==> config.mk <==
export PLATFORM = sky130hd
export DESIGN_NAME = rom_fetch_unit
export DESIGN_NICKNAME = d
export VERILOG_FILES = /design/src/rtl/rom_fetch_pkg.sv /design/src/rtl/rom_fetch_unit_fifo.sv /design/src/rtl/rom_fetch_unit.sv
export SDC_FILE = /design/constraint.sdc
export NUM_CORES = 1
export LEC_CHECK = 0
export BUFFER_PORTS_ARGS = -buffer_cell sky130_fd_sc_hd__clkbuf_2
export CORE_ASPECT_RATIO = 0.8
export CORE_UTILIZATION = 55
export DETAILED_ROUTE_END_ITERATION = 10
export GPL_ROUTABILITY_DRIVEN = 0
export PLACE_DENSITY = 0.81
export SYNTH_ARGS = -nofsm -noshare
export SYNTH_HDL_FRONTEND = slang
export SYNTH_SLANG_ARGS = --single-unit
==> constraint.sdc <==
create_clock -name clk -period 6.4 [get_ports clk]
set_input_delay 0.96 -clock clk [delete_from_list [all_inputs] [get_ports clk]]
set_output_delay 0.96 -clock clk [all_outputs]
set_load 0.03 [all_outputs]
==> src/rtl/rom_fetch_pkg.sv <==
// Shared types and constants for the ROM fetch unit and its prefetch buffer.
package rom_fetch_pkg;

    localparam int unsigned ADDR_W  = 32;
    localparam int unsigned WORD_W  = 32;
    localparam int unsigned PC_STEP = 4;

    typedef enum logic [1:0] {
        IDLE,
        FETCH,
        HALTED
    } state_t;

    typedef struct packed {
        logic [WORD_W-1:0] word;
        logic [ADDR_W-1:0] pc;
    } entry_t;

endpackage

==> src/rtl/rom_fetch_unit_fifo.sv <==
// DEPTH-entry circular prefetch buffer; flush beats push/pop, push+pop when full is legal.
module fetch_fifo
    import rom_fetch_pkg::*;
#(
    parameter int unsigned DEPTH = 2
) (
    input  logic                     clk,
    input  logic                     rst,
    input  logic                     push,
    input  logic                     pop,
    input  logic                     flush,
    input  entry_t                   din,
    output entry_t                   dout,
    output logic [$clog2(DEPTH):0]   count,
    output logic                     full,
    output logic                     empty
);

    localparam int unsigned PW = $clog2(DEPTH);

    entry_t          mem [DEPTH];
    logic [PW-1:0]   rd_ptr;
    logic [PW-1:0]   wr_ptr;
    logic            do_push;
    logic            do_pop;

    assign full    = (count == (PW+1)'(DEPTH));
    assign empty   = (count == '0);
    assign do_pop  = pop && !empty;
    // a full buffer still accepts a word when the head leaves in the same cycle
    assign do_push = push && (!full || do_pop);
    assign dout    = mem[rd_ptr];

    always_ff @(posedge clk or posedge rst) begin
        if (rst) begin
            rd_ptr <= '0;
            wr_ptr <= '0;
            count  <= '0;
            for (int unsigned i = 0; i < DEPTH; i++) begin
                mem[i] <= '0;
            end
        end else if (flush) begin
            rd_ptr <= '0;
            wr_ptr <= '0;
            count  <= '0;
        end else begin
            if (do_push) begin
                mem[wr_ptr] <= din;
                wr_ptr      <= wr_ptr + PW'(1);
            end
            if (do_pop) begin
                rd_ptr <= rd_ptr + PW'(1);
            end
            case ({do_push, do_pop})
                2'b10:   count <= count + (PW+1)'(1);
                2'b01:   count <= count - (PW+1)'(1);
                default: count <= count;
            endcase
        end
    end

endmodule

==> src/rtl/rom_fetch_unit.sv <==
// Sequential ROM reader feeding decode through a prefetch buffer with redirect and halt detection.
// Optional macro FETCH_ALIGN_CHECK_EN adds a sticky misalign flag and word-aligns redirect targets.
module rom_fetch_unit
    import rom_fetch_pkg::*;
#(
    parameter logic [31:0] RESET_PC  = 32'h0000_0000,
    parameter int unsigned DEPTH     = 2,
    parameter logic [31:0] HALT_WORD = 32'hFFFF_FFFF
) (
    input  logic        clk,
    input  logic        rst,
    input  logic        start,
    input  logic        redirect_valid,
    input  logic [31:0] redirect_pc,
    output logic [31:0] rom_address,
    output logic        rom_enable,
    input  logic [31:0] rom_data,
    output logic        out_valid,
    input  logic        out_ready,
    output logic [31:0] out_instr,
    output logic [31:0] out_pc,
`ifdef FETCH_ALIGN_CHECK_EN
    output logic        misalign,
`endif
    output logic        halted
);

    state_t                 state_q;
    state_t                 state_d;
    logic [ADDR_W-1:0]      pc_q;
    logic [ADDR_W-1:0]      pc_target;
    entry_t                 head;
    entry_t                 push_entry;
    logic [$clog2(DEPTH):0] count;
    logic                   full;
    logic                   empty;
    logic                   fetch;
    logic                   pop;

    assign pop        = !empty && out_ready;
    assign fetch      = (state_q == FETCH) && !redirect_valid && (!full || pop);
    assign push_entry = '{word: rom_data, pc: pc_q};

    assign rom_address = pc_q;
    assign rom_enable  = fetch;
    assign out_valid   = (count != '0);
    assign out_instr   = head.word;
    assign out_pc      = head.pc;
    assign halted      = (state_q == HALTED);

`ifdef FETCH_ALIGN_CHECK_EN
    assign pc_target = {redirect_pc[31:2], 2'b00};

    always_ff @(posedge clk or posedge rst) begin
        if (rst) begin
            misalign <= 1'b0;
        end else if (redirect_valid && (redirect_pc[1:0] != 2'b00)) begin
            misalign <= 1'b1;
        end
    end
`else
    assign pc_target = redirect_pc;
`endif

    fetch_fifo #(
        .DEPTH (DEPTH)
    ) u_fifo (
        .clk   (clk),
        .rst   (rst),
        .push  (fetch),
        .pop   (pop),
        .flush (redirect_valid),
        .din   (push_entry),
        .dout  (head),
        .count (count),
        .full  (full),
        .empty (empty)
    );

    always_comb begin
        state_d = state_q;
        if (redirect_valid) begin
            state_d = FETCH;
        end else begin
            case (state_q)
                IDLE:    if (start) state_d = FETCH;
                FETCH:   if (fetch && (rom_data == HALT_WORD)) state_d = HALTED;
                default: state_d = state_q;
            endcase
        end
    end

    always_ff @(posedge clk or posedge rst) begin
        if (rst) begin
            state_q <= IDLE;
            pc_q    <= RESET_PC;
        end else begin
            state_q <= state_d;
            if (redirect_valid) begin
                pc_q <= pc_target;
            end else if (fetch) begin
                pc_q <= pc_q + ADDR_W'(PC_STEP);
            end
        end
    end

endmodule

==> results of run 1 <==
[routing by layer]
metal / part of all wire / vias up / global-route usage
met5: 0 / - / 0
met4: 0.015 / 0 / 0.0771
met3: 0.041 / 18 / 0.0603
met2: 0.48 / 127 / 0.392
met1: 0.47 / 2643 / 0.345
li1: - / 2416 / -
[final timing paths]
kind | cells after the start | start | to | slack (ps)
max | 3 | u_fifo.rd_ptr | out_pc[31] | 3210
min | 1 | u_fifo.mem[34] | u_fifo.mem[34] | 480
max reg2reg | 5 | rom_address[11] | rom_address[26] | 3960
min reg2reg | 1 | u_fifo.mem[34] | u_fifo.mem[34] | 480
max in group asynchronous | 3 | rst | u_fifo.mem[7] | 4250
min in group asynchronous | 2 | rst | u_fifo.mem[125] | 700
[cells in the mapped netlist]
cell	number
dfrtp_1	166
mux2_2	131
mux2_1	65
nand2_1	36
o21ai_0	27
nand4_1	21
xor2_1	20
clkbuf_1	16
nor2_1	15
nand3_1	13
xnor2_1	10
buf_2	7
inv_1	7
and4_1	5
buf_4	4
and3_1	3
buf_6	3
nand2b_1	3
nand4b_1	3
nor3_1	3
nor4_1	3
a21o_1	2
a21oi_1	2
and2_1	2
nor4_2	2
a211o_1	1
a22oi_1	1
a311oi_1	1
a31oi_1	1
and2b_1	1
and4bb_2	1
ha_1	1
mux2i_1	1
nor2b_1	1
nor3_2	1
nor3b_4	1
o21ai_1	1
or2_2	1
or4_1	1
[metrics by stage]
stage	instance area (um^2)	instances
after floorplan	7660	583
after global placement	8620	905
after detailed placement	8620	905
after CTS	9240	935
after global routing	9240	935
final	9240	935
[power groups by stage]
stage          Clock, W  Sequential, W  Combinational [W]
2_1_floorplan         0        0.00143           0.000680
3_3_place_gp          0        0.00142           0.000905
3_5_place_dp          0        0.00144           0.000928
4_1_cts         0.00108        0.00143           0.000935
5_1_grt         0.00113        0.00146           0.000985
6_report        0.00107        0.00143           0.000922
[flip-flops by register name, indices dropped and copies added, names as in the netlist]
| name | count |
|---|---|
| state_q | 2 |
| rom_address | 32 |
| u_fifo.rd_ptr | 1 |
| u_fifo.wr_ptr | 1 |
| u_fifo.mem | 128 |
| u_fifo.count | 2 |
[final cells by class]
cell class / count / area [um^2] / share of cell area
Inverter: 7 / 31.3 / 0.00339
Multi-Input combinational cell: 380 / 3340 / 0.362
Timing Repair Buffer: 172 / 873 / 0.0946
Clock buffer: 21 / 460 / 0.0499
Clock inverter: 9 / 151 / 0.0164
Sequential cell: 166 / 4160 / 0.450
Tap cell: 180 / 225 / 0.0244
[cell families after synthesis]
logic type,after synthesis,synth area share
AND/OR/NAND/NOR,116,0.0829
adder cells (fa/ha/maj),1,0.00163
AO/OA/AOI/OAI,36,0.0256
XOR/XNOR,30,0.0343
multiplexers,197,0.289
flip-flops,166,0.542
buffers and inverters,37,0.0242
==> results.ini, run 1 <==
[cts]
cts_buffers=17
clock_path_buffers=2
cts_resized=0
ctsHoldBuffers=0
path_clk_slew_ps=60
cts-root-buf=clkbuf_16
clk_latency_ps=420
cts_tree=built
post_cts_buffers=0
cts.htree.levels=4
numClockSinks=166

[floorplanning]
dieHeight_um=108
dieArea_mm2=0.0144
start_util=0.564
io_pins=168
rows=38
fp.coreArea_mm2=0.0136
die_w_um=134

[grt]
grtUsageTotal=0.250
grt-ovfl-total=0
grt_pass1_wl_um=27500
antenna_found_initial=0
grt_pass1_vias=5329
grt_max_degree=106

[yosys]
post-synth-top-area-cell=dfrtp_1
synth_area_leaders=dfrtp_1, mux2_2, mux2_1, xor2_1, nand2_1
synth-warning-count=0
ys_ff_latch=166
syn_inst=583
seq_area_frac_synth=0.542
synth_top_area_frac=0.542
synth.distinct_cells=39
syn_area_per_cell_um2=13.1
synth_nets=653
synth_area_mm2=0.00766

[sta]
hold_viol=0
slew_headroom=0.253
tightest_slew_ps=1110
fin_worst_skew_ps=6.18
slew_viol_final=0
setup_ws_ps=3210
period_share=0.498
rsz0062_at_grt=false
max_freq_mhz=314
fin_setup_tns_ps=0
fin_crit_ps=3190
finalSetupViolCount=0
hold_slack_ps=483

[routing]
drc=0
vias=5204
firstDrtPassIters=4
vias_per_cell=5.57
wirelength_um=16800
drt_first_iter_violations=320
drtAntennaViolNets=0
wl_per_cell_um=18.0

[hold_path]
hold_path.class=flip-flop to flip-flop

[pwr]
sequentialPowerShare=0.418
switchingPower_w=0.00109
power_density_mw_per_mm2=370
total_power_w=0.00342
vdd.ir_drop.worst_mv=0.224
intPower_w=0.00233
leakage_nw=4.16
p_clk_frac=0.312
switching_share=0.318
comb_power_share=0.270

[critical_path]
worstPathRequired_ps=5440
timing.critical_path.max_delay_family=buffers and inverters
max_stage_delay_ps=690
cp.buffers_inverters=2
arrival_ps=2230
cpMaxStageDelayCell=buf_4
crit_chain=buf_4 -> mux2_2 -> clkbuf_2
cp-end-kind=primary output
critical_path_class=flip-flop to primary output
critPathLaunchType=flip-flop
path_max_fanout=58

[layout]
drive_above_1_share=0.452
fillerInstances=1019
final_common_cell=clkbuf_2
mostFrequentLayoutCells=clkbuf_2, dfrtp_1, mux2_2, mux2_1, nand2_1
syn2layout_area_growth_pct=20.5
diodes=0
final_util=0.679
finish.net_count=814

[placement]
dp_hpwl_um=11300
dp_slack_ps=3430
port_buffers=167

[flow_run]
maxCapViolCount=0

[outcome]
status=finished clean

Note: power is estimated with default switching activity, not from simulation.
==> inputs of run 2 (changes only) <==
--- a/config.mk
+++ b/config.mk
@@ -7,10 +7,10 @@
 export LEC_CHECK = 0
 export BUFFER_PORTS_ARGS = -buffer_cell sky130_fd_sc_hd__clkbuf_2
 export CORE_ASPECT_RATIO = 0.8
-export CORE_UTILIZATION = 55
+export CORE_UTILIZATION = 49
 export DETAILED_ROUTE_END_ITERATION = 10
 export GPL_ROUTABILITY_DRIVEN = 0
-export PLACE_DENSITY = 0.81
+export PLACE_DENSITY = 0.76
 export SYNTH_ARGS = -nofsm -noshare
 export SYNTH_HDL_FRONTEND = slang
 export SYNTH_SLANG_ARGS = --single-unit
==> constraint.sdc (replaced) <==
create_clock -name clk -period 2.9 [get_ports clk]
set_input_delay 0.435 -clock clk [delete_from_list [all_inputs] [get_ports clk]]
set_output_delay 0.435 -clock clk [all_outputs]
set_load 0.03 [all_outputs]
==> run 2 against run 1 <==
  * Sequential power is 120% higher
  * Critical path depth is 2 higher
  * Power is 120% higher
  * Utilization is 6.3 points lower
  * Highest routed layer unchanged
==> results.ini, run 2 (same netlist as run 1, synthesis figures left out) <==
[grt]
grt_max_degree=69  ; was 106
grtUsageMet1=0.307  ; was 0.345
met3_usage=0.0500  ; was 0.0603
grt_pass1_wl_um=28200  ; was 27,500 um
antenna_found_initial=0  ; unchanged
grt_busiest_layer=met2  ; unchanged
grt_pass1_vias=5428  ; was 5,329
grt-ovfl-total=0  ; unchanged
use_met2=0.372  ; was 0.392
grtUsageTotal=0.228  ; was 0.250

[routing]
vias=5269  ; was 5,204
wirelength_um=17500  ; was 16,800 um
drtAntennaViolNets=0  ; unchanged
drt_first_iter_violations=356  ; was 320
drc=0  ; unchanged
vias_per_cell=5.43  ; was 5.57
firstDrtPassIters=5  ; was 4
wl_per_cell_um=18.0  ; about the same

[floorplanning]
rows=40  ; was 38
start_util=0.505  ; was 0.564
die_w_um=142  ; was 134 um
io_pins=168  ; unchanged
dieHeight_um=114  ; was 108 um
dieArea_mm2=0.0161  ; was 0.0144 mm^2
fp.coreArea_mm2=0.0152  ; was 0.0136 mm^2

[placement]
placed_area_mm2=0.00872  ; was 0.00862 mm^2
dp_hpwl_um=11700  ; was 11,300 um
dp_slack_ps=441  ; was 3430 ps
port_buffers=167  ; unchanged

[cts]
clk_latency_ps=430  ; was 420 ps
cts-root-buf=clkbuf_16  ; unchanged
cts_tree=built  ; unchanged
cts_buffers=17  ; unchanged
path_clk_slew_ps=70  ; was 60 ps
cts_resized=0  ; unchanged
numClockSinks=166  ; unchanged
post_cts_buffers=0  ; unchanged
clock_path_buffers=2  ; unchanged
ctsHoldBuffers=0  ; unchanged
cts.htree.levels=4  ; unchanged

[sta]
tightest_slew_ps=955  ; was 1110 ps
slew_viol_final=0  ; unchanged
fin_setup_tns_ps=0  ; unchanged
finalSetupViolCount=0  ; unchanged
fin_worst_skew_ps=11.6  ; was 6.18 ps
max_freq_mhz=418
hold_viol=0  ; unchanged
rsz0062_at_grt=false  ; unchanged
period_share=0.826
setup_ws_ps=506  ; was 3210 ps
fin_crit_ps=2390
slew_headroom=0.364  ; was 0.253

[layout]
largest_reg_flops=128  ; unchanged
mostFrequentLayoutCells=clkbuf_2, dfrtp_1, mux2_2, mux2_1, nand2_1  ; unchanged
fin_area_mm2=0.00935  ; was 0.00924 mm^2
diodes=0  ; unchanged
syn2layout_area_growth_pct=22.0  ; was 20.5%
largest-register=u_fifo.mem  ; unchanged
fillerInstances=1189  ; was 1,019
drive_above_1_share=0.457  ; was 0.452
final_common_cell=clkbuf_2  ; unchanged
finish.net_count=818  ; was 814

[flow_run]
maxCapViolCount=0  ; unchanged

[critical_path]
reg2regPathDepth=5  ; unchanged
max_stage_delay_ps=810  ; was 690 ps
timing.critical_path.max_delay_family=simple AND/OR/NAND/NOR gates  ; was buffers and inverters
r2r-end=u_fifo.mem[6]  ; was rom_address[26]
rr_startpoint=state_q[1]  ; was rom_address[11]
crit_start=state_q[1]  ; was u_fifo.rd_ptr
path_max_fanout=64  ; was 58
critPathLaunchType=flip-flop  ; unchanged
critical_path_class=flip-flop to flip-flop  ; was flip-flop to primary output
worstPathRequired_ps=3200  ; was 5440 ps
cp-end-kind=flip-flop  ; was primary output
arrival_ps=2700  ; was 2230 ps
ff2ff_setup_slack_ps=510  ; was 3960 ps
crit_chain=and2b_1 -> nand2b_1 -> nor2_1 -> and2_4 -> mux2_2  ; was buf_4 -> mux2_2 -> clkbuf_2
cpMaxStageDelayCell=and2_4  ; was buf_4
cp.buffers_inverters=0  ; was 2

[hold_path]
hold_path.class=primary input to async pin  ; was flip-flop to flip-flop

[pwr]
leakage_nw=4.19  ; was 4.16 nW
vdd.ir_drop.worst_mv=0.461  ; was 0.224 mV
power_density_mw_per_mm2=815  ; was 370 mW/mm^2

[outcome]
status=finished clean  ; unchanged

-- run 2: report_power, final --
part | internal [W] | switching, W | total, W
logic | 0.000847 | 0.00121 | 0.00206
clock network | 0.00149 | 0.000921 | 0.00241
registers | 0.00283 | 0.000322 | 0.00315
-- run 2: metal layers --
| metal | wire, um | share of wire |
|---|---|---|
| met1 | 8030 | 0.46 |
| met2 | 8580 | 0.49 |
| met3 | 715 | 0.041 |
| met4 | 191 | 0.011 |
| met5 | 0 | 0 |
-- run 2: layout make-up --
type                       count  area [um^2]  area share
inverter                       7         30.0     0.00321
timing repair buffer         176          928      0.0993
clock inverter                12          176      0.0189
tap                          210          263      0.0281
clock buffer                  20          457      0.0488
sequential                   166         4160       0.444
multi-input combinational    380         3340       0.357
-- run 2: metrics by stage --
stage	util	total power [W]	hold WS (ps)	instances
2_1_floorplan	-	0.00466	452	583
5_1_grt	0.617	0.00796	76.5	971
3_5_place_dp	0.575	0.00525	469	939
3_3_place_gp	0.575	0.00515	461	939
6_report	0.617	0.00762	44.7	971
4_1_cts	0.617	0.00768	50.3	971
-- run 2: worst reg2reg max path: cells and delay by family, from the launching register on --
family / cells / cell delay [ps]
AND/OR/NAND/NOR: 4 / 1450
multiplexers: 1 / 430
flip-flops: 1 / 390
-- run 2: worst max-delay path by stage --
stage	end	slack, ps	depth (start not counted)
after floorplan	rom_address[0]	350	1
after global placement	u_fifo.mem[3]	500	6
after detailed placement	u_fifo.mem[6]	440	6
after CTS	u_fifo.mem[6]	490	5
after global routing	u_fifo.mem[8]	330	5
final	u_fifo.mem[6]	510	5
